File: src/rtl/rom_scan_sequencer.sv
// Reads all 64 bytes of the 8x8 coefficient ROM in raster or JPEG zigzag order
// and streams them on valid/ready with their scan index, absorbing backpressure.
module rom_scan_sequencer #(
    parameter int unsigned DW        = 8,
    parameter int unsigned BUF_DEPTH = 2
) (
    input  logic          clk,
    input  logic          rst,
    input  logic          start,
    input  logic          mode,
    output logic          busy,
    output logic          done,
    output logic [5:0]    rom_a,
    input  logic [DW-1:0] rom_d,
    output logic [DW-1:0] out_data,
    output logic [5:0]    out_index,
    output logic          out_last,
    output logic          out_valid,
    input  logic          out_ready
);

    localparam int unsigned CW    = 3;
    localparam int          DEPTH = int'(BUF_DEPTH);

    localparam logic [1:0] S_IDLE  = 2'd0;
    localparam logic [1:0] S_SCAN  = 2'd1;
    localparam logic [1:0] S_DRAIN = 2'd2;

    logic [1:0]    state, state_nxt;
    logic          busy_nxt, done_nxt;
    logic          start_accept;

    logic          mode_q;
    logic [2:0]    row, col, row_nxt, col_nxt;
    logic [5:0]    issue_cnt, emit_cnt;
    logic          issue;
    logic          inflight;
    logic [5:0]    inflight_idx;

    logic [DW-1:0] buf_data [BUF_DEPTH];
    logic [5:0]    buf_idx  [BUF_DEPTH];
    logic [DW-1:0] data_nxt [BUF_DEPTH];
    logic [5:0]    idx_nxt  [BUF_DEPTH];
    logic [CW-1:0] buf_cnt, cnt_nxt, wr_ptr;
    logic          push, pop;

    assign rom_a     = {row, col};
    assign out_data  = buf_data[0];
    assign out_index = buf_idx[0];
    assign pop       = out_valid && out_ready;
    assign push      = inflight;

    // Reserve a buffer slot for every in-flight ROM read so returned data always lands.
    assign issue = (state == S_SCAN) &&
                   ((buf_cnt + CW'(inflight)) < (CW'(BUF_DEPTH) + CW'(pop)));

    // done blocks start so a request coinciding with the done pulse is dropped
    assign start_accept = (state == S_IDLE) && start && !done;

    always_ff @(posedge clk or posedge rst) begin
        if (rst) begin
            state <= S_IDLE;
            busy  <= 1'b0;
            done  <= 1'b0;
        end else begin
            state <= state_nxt;
            busy  <= busy_nxt;
            done  <= done_nxt;
        end
    end

    always_comb begin
        state_nxt = state;
        done_nxt  = 1'b0;
        case (state)
            S_IDLE:  if (start_accept) state_nxt = S_SCAN;
            S_SCAN:  if (issue && (issue_cnt == 6'd63)) state_nxt = S_DRAIN;
            S_DRAIN: begin
                if (pop && (emit_cnt == 6'd63)) begin
                    state_nxt = S_IDLE;
                    done_nxt  = 1'b1;
                end
            end
            default: state_nxt = S_IDLE;
        endcase
        busy_nxt = (state_nxt != S_IDLE);
    end

    // Next walker position for raster or zigzag order.
    always_comb begin
        row_nxt = row;
        col_nxt = col;
        if (!mode_q) begin
            if (col == 3'd7) begin
                col_nxt = 3'd0;
                row_nxt = row + 3'd1;
            end else begin
                col_nxt = col + 3'd1;
            end
        end else if ((row[0] ^ col[0]) == 1'b0) begin
            if (col == 3'd7) begin
                row_nxt = row + 3'd1;
            end else if (row == 3'd0) begin
                col_nxt = col + 3'd1;
            end else begin
                row_nxt = row - 3'd1;
                col_nxt = col + 3'd1;
            end
        end else begin
            if (row == 3'd7) begin
                col_nxt = col + 3'd1;
            end else if (col == 3'd0) begin
                row_nxt = row + 3'd1;
            end else begin
                row_nxt = row + 3'd1;
                col_nxt = col - 3'd1;
            end
        end
    end

    always_ff @(posedge clk or posedge rst) begin
        if (rst) begin
            mode_q       <= 1'b0;
            row          <= 3'd0;
            col          <= 3'd0;
            issue_cnt    <= 6'd0;
            emit_cnt     <= 6'd0;
            inflight     <= 1'b0;
            inflight_idx <= 6'd0;
        end else if (start_accept) begin
            mode_q       <= mode;
            row          <= 3'd0;
            col          <= 3'd0;
            issue_cnt    <= 6'd0;
            emit_cnt     <= 6'd0;
            inflight     <= 1'b0;
            inflight_idx <= 6'd0;
        end else begin
            inflight <= issue;
            if (issue) begin
                inflight_idx <= issue_cnt;
                issue_cnt    <= issue_cnt + 6'd1;
                // the walker parks on the 64th address instead of wrapping
                if (issue_cnt != 6'd63) begin
                    row <= row_nxt;
                    col <= col_nxt;
                end
            end
            if (pop) emit_cnt <= emit_cnt + 6'd1;
        end
    end

    // Shift-register FIFO: entry 0 is always the head shown on out_*.
    always_comb begin
        for (int i = 0; i < DEPTH; i++) begin
            data_nxt[i] = buf_data[i];
            idx_nxt[i]  = buf_idx[i];
        end
        if (pop) begin
            for (int i = 0; i < DEPTH - 1; i++) begin
                data_nxt[i] = buf_data[i+1];
                idx_nxt[i]  = buf_idx[i+1];
            end
        end
        wr_ptr = buf_cnt - CW'(pop);
        if (push) begin
            for (int i = 0; i < DEPTH; i++) begin
                if (wr_ptr == CW'(i)) begin
                    data_nxt[i] = rom_d;
                    idx_nxt[i]  = inflight_idx;
                end
            end
        end
        cnt_nxt = buf_cnt + CW'(push) - CW'(pop);
    end

    always_ff @(posedge clk or posedge rst) begin
        if (rst) begin
            for (int i = 0; i < DEPTH; i++) begin
                buf_data[i] <= '0;
                buf_idx[i]  <= 6'd0;
            end
            buf_cnt   <= '0;
            out_valid <= 1'b0;
            out_last  <= 1'b0;
        end else begin
            for (int i = 0; i < DEPTH; i++) begin
                buf_data[i] <= data_nxt[i];
                buf_idx[i]  <= idx_nxt[i];
            end
            buf_cnt   <= cnt_nxt;
            out_valid <= (cnt_nxt != '0);
            out_last  <= (cnt_nxt != '0) && (idx_nxt[0] == 6'd63);
        end
    end

    a_no_overflow: assert property (@(posedge clk) disable iff (rst)
        !(push && !pop && (buf_cnt == CW'(BUF_DEPTH))));

endmodule

File: config.mk
export PLATFORM = sky130hd
export DESIGN_NAME = rom_scan_sequencer
export DESIGN_NICKNAME = d
export VERILOG_FILES = /design/src/rtl/rom_scan_sequencer.sv
export SDC_FILE = /design/constraint.sdc
export NUM_CORES = 1
export LEC_CHECK = 0
export CAP_MARGIN = 20
export CORE_ASPECT_RATIO = 2
export CORE_MARGIN = 3
export CORE_UTILIZATION = 45
export CTS_CLUSTER_DIAMETER = 50
export DETAILED_ROUTE_END_ITERATION = 16
export GPL_ROUTABILITY_DRIVEN = 0
export PLACE_DENSITY_LB_ADDON = 0.2
export SYNTH_ARGS = -nofsm -noshare
export SYNTH_HDL_FRONTEND = slang
export SYNTH_SLANG_ARGS = --single-unit
File: constraint.sdc
create_clock -name clk -period 2.4 [get_ports clk]
set_input_delay 0.48 -clock clk [delete_from_list [all_inputs] [get_ports clk]]
set_output_delay 0.48 -clock clk [all_outputs]
set_load 0.02 [all_outputs]
* After elaboration in Yosys (flattened, before gate mapping)
Cells that the tools add are included.
** Word-level totals
- Bits in registers :: 63
- Word-level logic and storage cells :: 102
- Input port bits :: 13
** Operators by class
- Bitwise gates (word level) :: 1
- Add/subtract/negate cells :: 10
- Reductions and logical operators :: 21
- Multiplexer cells :: 39
- $lt $le $gt $ge :: 1
- Equal/unequal tests :: 13
** Operators with widths (count)
- two-way mux 3 bit :: 18
- two-way mux 6 bit :: 9
- two-way mux 8 bit :: 3
- equality test 6 bit, second input constant :: 3
- two-way mux 16 bit :: 1
- adder 6 x 1 -> 6 bit, second input constant :: 2
- two-way mux 12 bit :: 1
- zero test 3 bit :: 3
- != test 4 bit, second input constant :: 2
- nonzero test 2 bit :: 4
- logical AND 1 bit :: 7
- adder 3 x 1 -> 3 bit, second input constant :: 2
- equality test 3 bit, second input constant :: 2
- two-way mux 2 bit :: 3
- != test 6 bit, second input constant :: 1
- one-hot mux 2 bit (3 select lines) :: 1
- nonzero test 3 bit :: 2
- subtractor 3 x 1 -> 3 bit :: 2
- subtractor 3 x 1 -> 3 bit, second input constant :: 2
- != test 5 bit, second input constant :: 1
- AND reduction 5 bit :: 1
- != test 4 x 3 -> 1 bit, second input constant :: 1
- AND reduction 4 bit :: 1
- adder 2 x 1 -> 3 bit, first input constant :: 1
- 10 further kinds :: 12

* Longest topological paths before layout
Gate-level depths: netlist of run 1.
- Depth in word-level cells :: 8
- Depth in mapped cells :: 10

* Least setup slack after synthesis of run 1
OpenSTA, ideal clock, no wires.
- Path type :: register -> register
- From :: register out_valid
- To :: register buf_data[0] in the netlist's numbering
- Setup time :: 125 ps
- Slack :: -279 ps
- Arrival time :: 2554 ps
- Path buffers :: 2
- Stages on the path, launching flop included :: 10
- Required time :: 2275 ps
- Cells stage by stage :: dfrtp_1 nand2_1 inv_1 buf_2 ha_1 ha_1 xor2_1 nor3_1 buf_2 mux2_2
** On the way
- Cells in the longest elaborated chain, start to end :: 4
** RTL lines
- from (decl) :: RTL line 18 : output logic out_valid,
- from (signal assigned) :: RTL line 192 : out_valid <= (cnt_nxt != '0);
- logical AND 1 bit :: RTL line 50 : assign pop = out_valid && out_ready;
- subtractor 3 x 1 -> 3 bit :: RTL line 165 : wr_ptr = buf_cnt - CW'(pop);
- equality test 3 x 1 -> 1 bit :: RTL line 168 : if (wr_ptr == CW'(i)) begin
- AND reduction 2 bit (no source line)
- to (signal, indexed assignment) :: RTL line 188 : buf_data[i] <= data_nxt[i];
- to (decl) :: RTL line 40 : logic [DW-1:0] buf_data [BUF_DEPTH];
Every way passes these cells.
A chain may end at the register's enable or synchronous reset.

* Worst setup path in the final report of run 1
- From :: register inflight
- To :: register col[2]
** On the way
- Cells in the longest elaborated chain, start to end :: 5
** RTL lines
- from (decl) :: RTL line 37 : logic inflight;
- from (signal assigned) :: RTL line 139 : inflight <= issue;
- adder 3 x 1 -> 3 bit :: RTL line 55 : ((buf_cnt + CW'(inflight)) < (CW'(BUF_DEPTH) + CW'(pop)));
- < comparator 3 bit :: RTL line 55
- logical AND 1 bit :: RTL line 54 : assign issue = (state == S_SCAN) &&
- nonzero test 2 bit (no source line)
- AND reduction 4 bit (no source line)
- to (signal assigned) :: RTL line 146 : col <= col_nxt;
- to (decl) :: RTL line 34 : logic [2:0] row, col, row_nxt, col_nxt;
Every way passes these cells.

==> impl_metrics.py, run 1 <==
metrics = {
    "flow_run": {
        "drv_cap": 0,
    },
    "status": {
        "status": "finished, final reports clean",
    },
    "yosys": {
        "yosysSeqAreaShare_pct": 48.59,
        "ys_async_sr_fraction_pct": 100.0,
        "syn_nets": 341,
        "ys_ff_latch": 63,
        "synth_ff_type": "dfrtp_1",
        "synthesis.area_um2": 3244,
        "synth-edff-count": 0,
        "synth.avg_cell_area_um2": 10.40,
        "synth_cell_types": 47,
        "yosys_warnings": 0,
        "synth_cells": 312,
    },
    "clocking": {
        "cts_root_buffer": "clkbuf_16",
        "clockBufferDepth": 2,
        "cts-buffers-inserted": 9,
        "htreeDepth": 3,
        "cts_tree": "built",
        "clk_pin_slew_ns": 0.05,
        "holdBufCountCts": 0,
        "post_cts_resized": 0,
        "post_cts_buffers": 0,
        "insertion_delay_ns": 0.33,
        "cts_sinks": 63,
    },
    "place": {
        "place_ws_ns": -0.3258,
        "dp.final_hpwl_mm": 5.087,
        "dp.cells": 441,
        "portBuffers": 36,
        "place_area_um2": 3819,
    },
    "route": {
        "wl_per_cell_um": 15.25,
        "ant_nets": 0,
        "drc_errors": 0,
        "vias": 2452,
        "drt_iter0_markers": 97,
        "vias_per_cell": 5.377,
        "firstDrtPassIters": 5,
        "wirelength_mm": 6.956,
    },
    "critical_path": {
        "startpoint_type": "flop",
        "reg2reg_depth": 7,
        "path_max_fanout": 4,
        "path_common_cell": "ha_1",
        "rrSetupSlack_ns": 0.18,
        "cpPeakStageDelay_ns": 0.57,
        "worst_setup_path_end_kind": "flop",
        "cp.arrival_ns": 2.43,
        "critPathTopFamily": "simple AND/OR/NAND/NOR gates",
        "r2r-end": "col[2]$_DFFE_PP0P_",
        "critical_path_required_ns": 2.61,
        "worst-setup-path-type": "reg -> reg",
        "crit_start": "inflight$_DFF_PP0_",
        "cp_slowest_cell": "or4_1",
        "cp.buffers_inverters": 1,
        "crit_cells": 7,
        "worstReg2RegStart": "inflight$_DFF_PP0_",
        "crit_end": "col[2]$_DFFE_PP0P_",
        "crit_chain": "ha_1 > inv_1 > ha_1 > nand2b_1 > nand3_1 > or4_1 > a32o_1",
    },
    "global_route": {
        "grt_max_degree": 64,
        "grt_pass1_vias": 2470,
        "grt-ovfl-total": 0,
        "grt_util_all_layers_pct": 18.39,
        "antenna_found_initial": 0,
        "grt_pass1_wl_mm": 11.63,
    },
    "floorplanning": {
        "start_util_pct": 46.39,
        "core-area_um2": 6994,
        "rows": 43,
        "dieArea_um2": 8326,
        "die_w_um": 66.04,
        "ioPinCount": 37,
        "die_y_um": 126.1,
    },
    "timing": {
        "relSlewSlack_pct": 73.89,
        "max_freq_mhz": 450.5,
        "hold_violations": 0,
        "setup_viol": 0,
        "finalHoldWorstSlack_ns": 0.5077,
        "tightest_slew_ns": 0.3907,
        "finClkSkew_ns": 0.004270,
        "post-route-period-util_pct": 92.48,
        "fin_ws_ns": 0.1804,
        "finalMaxSlewViolations": 0,
        "setup_tns_ns": 0,
        "min_period_ns": 2.220,
        "rsz0062_at_grt": "false",
    },
    "layout": {
        "fin_nets": 391,
        "final-seq-area_um2": 1578,
        "post-route-util_pct": 59.59,
        "nFillCells": 601,
        "area_growth_pct": 28.46,
        "antenna_cells": 0,
        "multi_input_area_um2": 1480,
        "final_cells": 456,
        "final_area_um2": 4168,
        "layout-drive-gt1-share_pct": 19.13,
    },
    "power_and_ir_drop": {
        "p_clk_share_pct": 25.4,
        "p_switching_mw": 1.913,
        "cell_internal_pwr_mw": 3.463,
        "p_total_mw": 5.377,
        "ir_worst_vdd_mv": 0.7041,
        "power.leakage_nw": 1.914,
        "powerDensity_nw_per_um2": 1290,
        "power_frac_comb_pct": 42.8,
        "seqPwrFrac_pct": 31.8,
        "swShare_pct": 35.59,
    },
    "min_path": {
        "min_path_type": "reg -> reg",
        "hold_depth": 1,
    },
}
worst min path at each step:
| stage | end | start | slack, ns |
|---|---|---|---|
| 3_5_place_dp | buf_data[1]$_DFFE_PP0P_ | buf_data[1]$_DFFE_PP0P_ | 0.50 |
| 2_1_floorplan | buf_idx[5]$_DFFE_PP0P_ | buf_idx[5]$_DFFE_PP0P_ | 0.48 |
| 4_1_cts | buf_data[1]$_DFFE_PP0P_ | buf_data[1]$_DFFE_PP0P_ | 0.51 |
| 5_1_grt | buf_data[1]$_DFFE_PP0P_ | buf_data[1]$_DFFE_PP0P_ | 0.53 |
| 6_report | buf_data[6]$_DFFE_PP0P_ | buf_data[6]$_DFFE_PP0P_ | 0.51 |
| 3_3_place_gp | buf_data[5]$_DFFE_PP0P_ | buf_data[5]$_DFFE_PP0P_ | 0.49 |
logic make-up (layout without fill, tap and decap cells):
family                     count (synthesis)  in the layout  synth area share [%]
AOI/OAI and AO/OA                         52             52                 10.45
xor gates and xnor gates                  11             11                 3.625
adders and majority gates                 16             16                 6.170
buffers and inverters                     47            101                 7.134
DFF                                       63             63                 48.59
muxes                                     30             30                 9.911
and+or+nand+nor                           93             93                 14.12
power by group through the flow:
stage / combinational (mW) / clock, mW / sequential, mW
3_3_place_gp: 2.23 / 0 / 1.71
4_1_cts: 2.30 / 1.38 / 1.71
6_report: 2.30 / 1.36 / 1.71
5_1_grt: 2.56 / 1.43 / 1.77
3_5_place_dp: 2.27 / 0 / 1.73
2_1_floorplan: 1.50 / 0 / 1.71
cells in the mapped netlist, types with 5 or more instances:
master     n  share of area (%)
inv_1     23                2.7
buf_4     14                3.2
mux2_2    17                5.9
and3_1     5               0.96
nand3_1   12                1.9
nor3_1     8                1.2
mux2i_1   13                4.0
ha_1      16                6.2
nand2_1   36                4.2
nor2_1    12                1.4
nand4_1    5               0.96
o31ai_1    5                1.2
a21oi_1    8                1.2
xnor2_1    5                1.3
clkbuf_1   6               0.69
dfrtp_1   63                 49
o21ai_0   17                2.6
metal layers:
metal	part of all wire (%)	wire length (um)	track usage, %	vias up
met3	2.9	201	3.836	16
met2	58	4002	33.91	45
li1	-	-	-	1188
met4	3.1	214	8.144	0
met5	0	0	0	-
met1	36	2536	19.23	1203
final cells by class:
cell class,instances,share of cell area (%)
clock inverters,4,1.681
inverters,24,2.252
multi-input cells,202,35.51
flip-flops and latches,63,37.86
well taps,90,2.702
repair buffers,62,14.17
clock buffers,11,5.824
flip-flops by register name, indices dropped and copies added, names as in the netlist:
register,cells
buf_data,8
out_data,8
buf_idx,6
emit_cnt,6
inflight_idx,6
issue_cnt,6
out_index,6
buf_cnt,3
col,3
row,3
state,2
busy,1
done,1
inflight,1
mode_q,1
out_last,1
out_valid,1
cells in the final DEF (no fill, tap or decap), types with 2 or more instances in the layout:
cell / instances
inv_1: 22
nand4_1: 5
and3_1: 4
clkbuf_16: 9
bufinv_16: 2
xnor2_1: 5
a21oi_1: 8
mux2i_1: 13
o21a_1: 2
mux2_2: 16
ha_1: 15
nand2_1: 35
buf_4: 23
o31ai_1: 5
nand3_1: 11
a21boi_0: 4
dfrtp_1: 62
o21ai_0: 17
nor3_1: 7
nor2_1: 11
buf_12: 2
xor2_1: 4
or4_1: 4
a221oi_1: 4
clkinv_2: 2
a31oi_1: 2
nand2b_1: 2
nor4_1: 2
clkdlybuf4s50_1: 35
No activity file was read; power rests on OpenSTA's default activity.
==> run 2: changes to the inputs <==
- clock period: 2.4 -> 2.39 ns (I/O delays scaled with it)
==> run 2 against run 1 <==
Against the previous run:
- cell count is 0.22% lower
- sequential share of layout area fell by 0.33 points
- non-clock buffer count shrank 1
- sequential cell count is the same
- clock-buffer cell count grew 1
- highest routed layer unchanged
==> impl_metrics.py, run 2 (same netlist as run 1, synthesis figures left out) <==
metrics = {
    "status": {
        "status": "finished, final reports clean",
    },
    "critical_path": {
        "worst-setup-path-type": "in -> reg",
        "startpoint_type": "primary input",
        "cp_slowest_cell": "clkdlybuf4s50_1",
        "critical_path_required_ns": 2.63,
        "path_max_fanout": 5,
        "cp.arrival_ns": 2.52,
        "cp.buffers_inverters": 2,
        "crit_chain": "clkdlybuf4s50_1 > nand2_2 > inv_2 > ha_1 > ha_4 > xnor2_2 > a221oi_1 > nor4_1 > nor4bb_2",
        "worstReg2RegStart": "inflight$_DFF_PP0_",
        "worst_setup_path_end_kind": "flop",
        "cpPeakStageDelay_ns": 0.44,
        "r2r-end": "issue_cnt[4]$_DFFE_PP0N_",
        "critPathTopFamily": "simple AND/OR/NAND/NOR gates",
        "reg2reg_depth": 8,
        "rrSetupSlack_ns": 0.19,
    },
    "power_and_ir_drop": {
        "swShare_pct": 35.71,
        "seqPwrFrac_pct": 31.8,
        "ir_worst_vdd_mv": 0.6032,
        "powerDensity_nw_per_um2": 1297,
        "cell_internal_pwr_mw": 3.507,
        "power_frac_comb_pct": 41.8,
        "power.leakage_nw": 1.914,
        "p_switching_mw": 1.948,
        "p_clk_share_pct": 26.4,
    },
    "place": {
        "place_area_um2": 3819,
        "dp.cells": 440,
        "portBuffers": 36,
        "dp.final_hpwl_mm": 5.333,
    },
    "route": {
        "firstDrtPassIters": 4,
        "vias": 2444,
        "drc_errors": 0,
        "wirelength_mm": 7.202,
        "vias_per_cell": 5.371,
        "ant_nets": 0,
        "drt_iter0_markers": 134,
        "wl_per_cell_um": 15.83,
    },
    "layout": {
        "antenna_cells": 0,
        "fin_nets": 390,
        "final_cells": 455,
        "nFillCells": 582,
        "final-seq-area_um2": 1578,
        "final_area_um2": 4204,
        "multi_input_area_um2": 1519,
        "layout-drive-gt1-share_pct": 20.27,
        "final_common_cell": "dfrtp_1",
        "area_growth_pct": 29.58,
        "final_cell_mix": "62 x dfrtp_1, 36 x clkdlybuf4s50_1, 35 x nand2_1",
    },
    "floorplanning": {
        "die_y_um": 126.1,
        "dieArea_um2": 8326,
        "start_util_pct": 46.39,
        "die_w_um": 66.04,
        "rows": 43,
        "core-area_um2": 6994,
        "ioPinCount": 37,
    },
    "timing": {
        "relSlewSlack_pct": 61.60,
        "hold_violations": 0,
        "setup_viol": 0,
        "max_freq_mhz": 437.0,
        "tightest_slew_ns": 0.5752,
        "post-route-period-util_pct": 95.75,
        "finClkSkew_ns": 0.004293,
        "min_period_ns": 2.289,
        "finalMaxSlewViolations": 0,
    },
    "global_route": {
        "grt-ovfl-total": 0,
        "grt_pass1_vias": 2560,
        "grt_pass1_wl_mm": 12.04,
        "grt_max_degree": 25,
        "antenna_found_initial": 0,
        "grt_util_all_layers_pct": 19.13,
    },
    "min_path": {
        "holdCritStartpoint": "inflight_idx[5]$_DFFE_PP0N_",
        "hold_depth": 1,
        "hold_end": "buf_idx[5]$_DFFE_PP0P_",
        "min_path_type": "reg -> reg",
    },
    "clocking": {
        "cts_root_buffer": "clkbuf_16",
        "htreeDepth": 3,
        "post_cts_buffers": 0,
        "insertion_delay_ns": 0.33,
        "clk_pin_slew_ns": 0.05,
        "cts_sinks": 63,
        "cts_tree": "built",
        "clockBufferDepth": 2,
        "cts-buffers-inserted": 9,
    },
    "flow_run": {
        "drv_cap": 0,
    },
}
==> run 2: layout make-up <==
type	count	area share [%]
sequential	63	37.53
multi-input combinational	202	36.13
timing repair buffer	61	13.63
clock buffer	12	6.339
tap	90	2.679
inverter	24	2.143
clock inverter	3	1.548
==> run 2: metrics by stage <==
stage	utilization (%)	setup TNS, ns	hold slack, ns	setup WS [ns]	power [mW]
2_1_floorplan	-	0	0.4767	0.002786	3.231
3_3_place_gp	54.60	-3.453	0.4857	-0.2328	3.893
3_5_place_dp	54.60	-4.100	0.4964	-0.2788	3.962
4_1_cts	59.34	0	0.5079	0.06296	5.426
5_1_grt	60.11	-0.1060	0.5210	-0.1060	5.814
6_report	60.11	0	0.5055	0.1015	5.455
==> run 2: worst max-delay path by stage <==
stage	startpoint	to	slack (ns)	cells after the start
2_1_floorplan	out_valid$_DFF_PP0_	buf_data[0]$_DFFE_PP0P_	0.003	9
3_3_place_gp	out_ready	out_last$_DFF_PP0_	-0.23	9
3_5_place_dp	out_ready	out_last$_DFF_PP0_	-0.28	9
4_1_cts	out_ready	out_last$_DFF_PP0_	0.06	9
5_1_grt	out_ready	out_last$_DFF_PP0_	-0.11	9
6_report	out_ready	out_last$_DFF_PP0_	0.10	9
==> run 2: power groups by stage <==
stage | combinational [mW] | clock, mW | sequential, mW
2_1_floorplan | 1.51 | 0 | 1.72
3_3_place_gp | 2.17 | 0 | 1.72
3_5_place_dp | 2.22 | 0 | 1.74
4_1_cts | 2.23 | 1.47 | 1.73
5_1_grt | 2.52 | 1.51 | 1.79
6_report | 2.28 | 1.44 | 1.74
==> run 2: per-layer routing <==
layer	GRT usage, %	up-vias	share of wire, %
met5	0	-	0
met4	11.62	0	4.4
met3	4.103	20	2.5
met2	34.20	51	56
met1	19.45	1188	37
li1	-	1185	-
==> run 2: what timing repair did <==
item | 4_1_cts | 5_1_grt
setup endpoints to repair | 0 | 7
hold buffers | 0 | 0
resized for setup | 0 | 11
endpoints found under the hold margin | 0 | 0
